--- src/rtl/rps_input_conditioner.sv ---
// rps_input_conditioner: merges board/PMOD buttons, synchronises and debounces them into one choice event per press.
// Optional press counter enabled by defining RPS_PRESS_COUNT_EN.
`default_nettype none

module rps_input_conditioner #(
  parameter int DEBOUNCE_CYCLES = 120000,
  parameter int CNT_W           = 17
) (
  input  logic       CLK,
  input  logic       RST,
  input  logic       BTN1,
  input  logic       BTN2,
  input  logic       BTN3,
  input  logic       P1A1,
  input  logic       P1A2,
  input  logic       P1A3,
  output logic [1:0] choice,
  output logic       choice_valid,
  output logic       pressed,
  output logic [7:0] press_count
);

  localparam logic [CNT_W-1:0] C_LAST = CNT_W'(DEBOUNCE_CYCLES - 1);

  typedef enum logic [1:0] {
    S_IDLE        = 2'd0,
    S_DEB_PRESS   = 2'd1,
    S_HELD        = 2'd2,
    S_DEB_RELEASE = 2'd3
  } state_t;

  state_t           r_state;
  logic [CNT_W-1:0] r_cnt;
  logic [1:0]       r_cand;
  logic [1:0]       r_choice;
  logic             r_valid;
  logic             r_pressed;
  logic [2:0]       r_sync1;
  logic [2:0]       r_sync2;

  logic [2:0]       w_raw;
  logic             w_any;
  logic             w_cand_in;
  logic             w_accept;

  // Bit 0 rock, bit 1 paper, bit 2 scissors; PMOD lines are active-low.
  assign w_raw = {BTN3 | ~P1A3, BTN2 | ~P1A2, BTN1 | ~P1A1};
  assign w_any = |r_sync2;

  always_comb begin
    w_cand_in = 1'b0;
    case (r_cand)
      2'd1:    w_cand_in = r_sync2[0];
      2'd2:    w_cand_in = r_sync2[1];
      2'd3:    w_cand_in = r_sync2[2];
      default: w_cand_in = 1'b0;
    endcase
  end

  assign w_accept = (r_state == S_DEB_PRESS) && w_cand_in && (r_cnt == C_LAST);

  always_ff @(posedge CLK or posedge RST) begin
    if (RST) begin
      r_sync1 <= 3'b000;
      r_sync2 <= 3'b000;
    end else begin
      r_sync1 <= w_raw;
      r_sync2 <= r_sync1;
    end
  end

  always_ff @(posedge CLK or posedge RST) begin
    if (RST) begin
      r_state   <= S_IDLE;
      r_cnt     <= '0;
      r_cand    <= 2'd0;
      r_choice  <= 2'd0;
      r_valid   <= 1'b0;
      r_pressed <= 1'b0;
    end else begin
      r_valid <= 1'b0;
      case (r_state)
        S_IDLE: begin
          if (w_any) begin
            if (r_sync2[0])      r_cand <= 2'd1;
            else if (r_sync2[1]) r_cand <= 2'd2;
            else                 r_cand <= 2'd3;
            r_cnt   <= '0;
            r_state <= S_DEB_PRESS;
          end
        end
        S_DEB_PRESS: begin
          if (!w_cand_in) begin
            r_state <= S_IDLE;
          end else if (w_accept) begin
            r_state   <= S_HELD;
            r_choice  <= r_cand;
            r_valid   <= 1'b1;
            r_pressed <= 1'b1;
          end else begin
            r_cnt <= r_cnt + 1'b1;
          end
        end
        S_HELD: begin
          if (!w_any) begin
            r_cnt   <= '0;
            r_state <= S_DEB_RELEASE;
          end
        end
        S_DEB_RELEASE: begin
          // Any re-press, even of a different button, just resumes the held choice.
          if (w_any) begin
            r_state <= S_HELD;
          end else if (r_cnt == C_LAST) begin
            r_state   <= S_IDLE;
            r_choice  <= 2'd0;
            r_pressed <= 1'b0;
          end else begin
            r_cnt <= r_cnt + 1'b1;
          end
        end
        default: r_state <= S_IDLE;
      endcase
    end
  end

`ifdef RPS_PRESS_COUNT_EN
  logic [7:0] r_press_count;

  always_ff @(posedge CLK or posedge RST) begin
    if (RST)           r_press_count <= 8'd0;
    else if (w_accept) r_press_count <= r_press_count + 8'd1;
  end

  assign press_count = r_press_count;
`else
  assign press_count = 8'd0;
`endif

  assign choice       = r_choice;
  assign choice_valid = r_valid;
  assign pressed      = r_pressed;

endmodule

`default_nettype wire

--- config.mk ---
export PLATFORM = sky130hd
export DESIGN_NAME = rps_input_conditioner
export DESIGN_NICKNAME = d
export VERILOG_FILES = /design/src/rtl/rps_input_conditioner.sv
export SDC_FILE = /design/constraint.sdc
export NUM_CORES = 1
export LEC_CHECK = 0
export CORE_MARGIN = 1
export CORE_UTILIZATION = 50
export DETAILED_ROUTE_END_ITERATION = 8
export PLACE_DENSITY_LB_ADDON = 0.08
export SYNTH_ARGS = -nofsm -noshare
export SYNTH_HDL_FRONTEND = slang
export SYNTH_SLANG_ARGS = --single-unit
--- constraint.sdc ---
create_clock -name CLK -period 2.1 [get_ports CLK]
set_clock_uncertainty 0.05 [all_clocks]
set_input_delay 0.21 -clock CLK [delete_from_list [all_inputs] [get_ports CLK]]
set_output_delay 0.21 -clock CLK [all_outputs]
set_load 0.03 [all_outputs]
==> results of run 1 <==
-- tightest hold or removal path: cells and delay by family --
family                 cells  cell delay [ns]
buffers and inverters      3             0.78
-- metal layers --
metal  GRT usage, %  up-vias
li1               -      722
met1           31.0      738
met2           37.0       39
met3           7.14        5
met4           9.97        0
met5              0        -
-- through the flow --
step / setup TNS (ns) / instances / util [%] / power [mW] / hold WS (ns)
after floorplan: 0 / 188 / - / 1.19 / 0.240
after global placement: 0 / 247 / 61.3 / 1.37 / 0.282
after detailed placement: -0.0202 / 247 / 61.3 / 1.41 / 0.286
after CTS: 0 / 255 / 64.1 / 1.90 / 0.196
after global routing: -0.0495 / 259 / 67.4 / 2.17 / 0.216
final: 0 / 259 / 67.4 / 2.06 / 0.181
-- cell type report --
type,count,area [um2],area share [%]
Sequential cell,31,777,36.9
Tap cell,44,55.1,2.61
Timing Repair Buffer,34,283,13.4
Multi-Input combinational cell,132,866,41.1
Clock buffer,6,51.3,2.43
Inverter,10,40.0,1.90
Clock inverter,2,35.0,1.66
-- worst max path at each step --
stage / slack [ns] / cells past startpoint / to / from
final: 0.05 / 6 / r_cnt[2] / r_cnt[6]
after detailed placement: -0.02 / 8 / r_cnt[3] / r_cnt[1]
after CTS: 0.003 / 5 / r_cnt[11] / r_cand[0]
after global routing: -0.02 / 6 / r_cnt[7] / r_cnt[7]
after floorplan: 0.06 / 7 / r_cnt[11] / r_cnt[0]
after global placement: 0.12 / 8 / r_cnt[3] / r_cnt[0]
-- state kept, by name, indices dropped and copies added (netlist names) --
register      count
pressed           1
r_sync2           3
choice            2
choice_valid      1
r_state           2
r_cand            2
r_sync1           3
r_cnt            17
-- cells in the final DEF (no fill, tap or decap), types with 8 or more instances in the layout --
cell	count
conb_1	8
a31oi_1	11
inv_1	9
dfrtp_1	30
clkdlybuf4s50_1	11
o21ai_0	14
nor2_1	14
buf_4	23
nand3_1	13
nand2_1	10
-- synthesized netlist by cell type, types with 2 or more instances --
cell type and instances:
nor3_1 2, and3_1 2, o21ai_1 2, nand2_1 11, nand2b_1 4, o31ai_1 2
nand3_1 13, inv_1 9, or3_1 2, o211ai_1 5, o21ai_0 15, nand4_1 3
buf_6 3, nor2_1 14, nand3b_1 3, a22o_1 2, buf_4 8, a31oi_1 16
a21oi_1 4, nor4_1 2, dfrtp_1 31, buf_2 2, and4_1 3, a221o_1 2
-- timing repair --
| item | 4_1_cts | 5_1_grt |
|---|---|---|
| pin swaps | 1 | 4 |
| setup buffers | 0 | 4 |
| endpoints found under the setup margin | 4 | 21 |
| gates resized for setup | 0 | 15 |
-- report_power, final --
part | leakage (nW) | internal (mW) | switching [mW]
registers | 0.396 | 0.664 | 0.0865
clock network | 0.0482 | 0.281 | 0.214
logic | 0.441 | 0.337 | 0.475
total | 0.885 | 1.28 | 0.775
-- cells by family after synthesis --
logic type / after synthesis / share of synthesized area [%]
AO/OA/AOI/OAI: 53 / 20.1
adder cells (fa/ha/maj): 1 / 0.738
buffers and inverters: 25 / 8.93
flip-flops: 31 / 45.8
multiplexers: 1 / 0.590
other: 1 / 0.221
AND/OR/NAND/NOR: 69 / 23.7
==> impl_results.html, run 1 <==
<table>
<tr><th>Metric</th><th>Value</th></tr>
<tr><th colspan="2">Routing</th></tr>
<tr><td>Remaining antenna violation count after routing</td><td>0</td></tr>
<tr><td>Total via count in the routed design</td><td>1504</td></tr>
<tr><td>M1 wire length</td><td>1.79 mm</td></tr>
<tr><td>Vias per Instance</td><td>5.81</td></tr>
<tr><td>First-pass detailed-route iteration total</td><td>4</td></tr>
<tr><td>WL per Instance</td><td>15.2 um</td></tr>
<tr><td>Met3 layer wire length in the routed design</td><td>176 um</td></tr>
<tr><td>Detailed-route DRC error count</td><td>0</td></tr>
<tr><td>Routed length on met2</td><td>1.94 mm</td></tr>
<tr><td>DRT iter0 DRCs</td><td>131</td></tr>
<tr><td>Top sig layer</td><td>met4</td></tr>
<tr><td>Wire length after detailed routing</td><td>3.94 mm</td></tr>
<tr><th colspan="2">STA</th></tr>
<tr><td>Setup-violating endpoint count in the final report</td><td>0</td></tr>
<tr><td>Unrepaired setup endpoints after global routing</td><td>yes</td></tr>
<tr><td>Maximum operating frequency</td><td>0.487 GHz</td></tr>
<tr><td>Max-slew violations</td><td>0</td></tr>
<tr><td>Final Cycle Share</td><td>97.8%</td></tr>
<tr><td>Worst-case setup margin in the final layout</td><td>0.0469 ns</td></tr>
<tr><td>Number of failing hold endpoints at the final stage</td><td>0</td></tr>
<tr><td>Final Critical Period</td><td>2.05 ns</td></tr>
<tr><th colspan="2">Synth</th></tr>
<tr><td>Primary flip-flop cell chosen by synthesis mapping</td><td>dfrtp_1</td></tr>
<tr><td>Cell types with the largest area share after synthesis</td><td>dfrtp_1 (46%), a31oi_1 (5.9%), o21ai_0 (4.4%)</td></tr>
<tr><td>Portion of synthesized cell area occupied by the leading cell type</td><td>45.8%</td></tr>
<tr><td>Number of enable flip-flop cells after synthesis</td><td>0</td></tr>
<tr><td>Netlist area before placement</td><td>0.00170 mm2</td></tr>
<tr><td>Number of warnings printed during yosys synthesis</td><td>0</td></tr>
<tr><td>Register bit total from synthesis</td><td>31</td></tr>
<tr><td>Average size of a mapped cell</td><td>9.37 um2</td></tr>
<tr><td>Mapped Cells</td><td>181</td></tr>
<tr><td>Cell taking the most area after synthesis</td><td>dfrtp_1</td></tr>
<tr><td>Async S/R FF share, synth</td><td>100%</td></tr>
<tr><td>Share of the yosys chip area belonging to registers</td><td>45.8%</td></tr>
<tr><td>Distinct cell type count of the synthesized netlist</td><td>45</td></tr>
<tr><th colspan="2">Cells and area</th></tr>
<tr><td>Number of nets in the finished design</td><td>223</td></tr>
<tr><td>Filler instances</td><td>255</td></tr>
<tr><td>Final instance area</td><td>0.00211 mm2</td></tr>
<tr><td>Fraction of layout instances using a drive strength above 1</td><td>22.8%</td></tr>
<tr><td># diodes</td><td>0</td></tr>
<tr><td>Area growth, synth to finish</td><td>24.3%</td></tr>
<tr><th colspan="2">Placement</th></tr>
<tr><td>Worst setup timing slack at the placement stage</td><td>-0.0185 ns</td></tr>
<tr><td>Count of input and output buffers</td><td>11</td></tr>
<tr><td>Global placer's final weighted congestion</td><td>0.930</td></tr>
<tr><td>Cell Area, Placed</td><td>0.00192 mm2</td></tr>
<tr><td>DPL Wire Length</td><td>2.75 mm</td></tr>
<tr><th colspan="2">Job</th></tr>
<tr><td>Max-cap violation count</td><td>0</td></tr>
<tr><th colspan="2">Worst hold path</th></tr>
<tr><td>Path type of the worst min-delay path</td><td>primary input to async pin</td></tr>
<tr><th colspan="2">GRT</th></tr>
<tr><td>Via count of the first global-routing pass</td><td>1352</td></tr>
<tr><td>Wire length of the first global-routing pass</td><td>6.32 mm</td></tr>
<tr><td>Global routing usage summed across all routing layers</td><td>24.0%</td></tr>
<tr><td>Total overflow reported by the global router</td><td>0</td></tr>
<tr><td>Initial antenna violation count</td><td>0</td></tr>
<tr><td>Maximum number of pins on one net before global-route repair</td><td>32</td></tr>
<tr><th colspan="2">Critical path</th></tr>
<tr><td>Top fanout value on the critical path</td><td>16</td></tr>
<tr><td>Cells along the critical path</td><td>nor2_1 &gt; nand4_1 &gt; or3_4 &gt; buf_4 &gt; a31oi_2 &gt; a31oi_4</td></tr>
<tr><td>Worst Path Arrival</td><td>2.22 ns</td></tr>
<tr><td>CP Buf/Inv Count</td><td>1</td></tr>
<tr><td>Crit-path max cell delay</td><td>0.49 ns</td></tr>
<tr><td>Critical Path Start Type</td><td>register</td></tr>
<tr><td>Family with the most delay on the worst path</td><td>simple AND/OR/NAND/NOR gates</td></tr>
<tr><td>Reg2reg start</td><td>r_cnt[6]</td></tr>
<tr><td>Worst Path Class, Setup</td><td>register to register</td></tr>
<tr><td>Required time at the worst-slack endpoint</td><td>2.27 ns</td></tr>
<tr><td>Worst Reg2Reg Path Length in Cells</td><td>6</td></tr>
<tr><td>Worst path slowest cell</td><td>dfrtp_1</td></tr>
<tr><td>Worst R2R Setup Slack</td><td>0.05 ns</td></tr>
<tr><td>Endpoint of the worst-slack reg-to-reg timing path</td><td>r_cnt[2]</td></tr>
<tr><td>Kind of end point of the critical path</td><td>register</td></tr>
<tr><th colspan="2">CTS</th></tr>
<tr><td>Worst-skew pair later-pin latency</td><td>0.35 ns</td></tr>
<tr><td>Max Buffers Root-to-Sink</td><td>2</td></tr>
<tr><td>H-tree Lvls</td><td>2</td></tr>
<tr><td>CTS tree</td><td>built</td></tr>
<tr><td>Cts bufs inserted</td><td>5</td></tr>
<tr><td>Number of buffers inserted for hold repair after clock tree synthesis</td><td>0</td></tr>
<tr><td>CTS Sinks</td><td>31</td></tr>
<tr><td>Clk slew on worst S/H paths</td><td>0.10 ns</td></tr>
<tr><td>Clock root buffer</td><td>clkbuf_4</td></tr>
<tr><th colspan="2">Floorplan</th></tr>
<tr><td>Horiz. Die Dim</td><td>60.2 um</td></tr>
<tr><td>Floorplan core area</td><td>0.00313 mm2</td></tr>
<tr><td>Die ar.</td><td>0.00363 mm2</td></tr>
<tr><td>Number of placed I/O pins</td><td>20</td></tr>
<tr><td>Vert. Die Dim</td><td>60.2 um</td></tr>
<tr><td>Initial core utilization</td><td>54.2%</td></tr>
<tr><td>Number of rows in the core area</td><td>20</td></tr>
<tr><th colspan="2">Power and ir drop</th></tr>
<tr><td>Worst VDD drop</td><td>0.000544 V</td></tr>
<tr><td>Leak pwr</td><td>0.885 nW</td></tr>
<tr><td>Areal power density over the cells</td><td>976 mW/mm2</td></tr>
<tr><th colspan="2">Status</th></tr>
<tr><td>Result of the run</td><td>completed</td></tr>
</table>
Power figures use the tool's default switching activity.
==> run 2, diff against run 1 <==
--- a/config.mk
+++ b/config.mk
@@ -8,6 +8,7 @@
 export CORE_MARGIN = 1
 export CORE_UTILIZATION = 50
 export DETAILED_ROUTE_END_ITERATION = 8
+export GPL_ROUTABILITY_DRIVEN = 0
 export PLACE_DENSITY_LB_ADDON = 0.08
 export SYNTH_ARGS = -nofsm -noshare
 export SYNTH_HDL_FRONTEND = slang
==> results of run 2 <==
The final DEF is identical to that of run 1; final timing and power are the same.
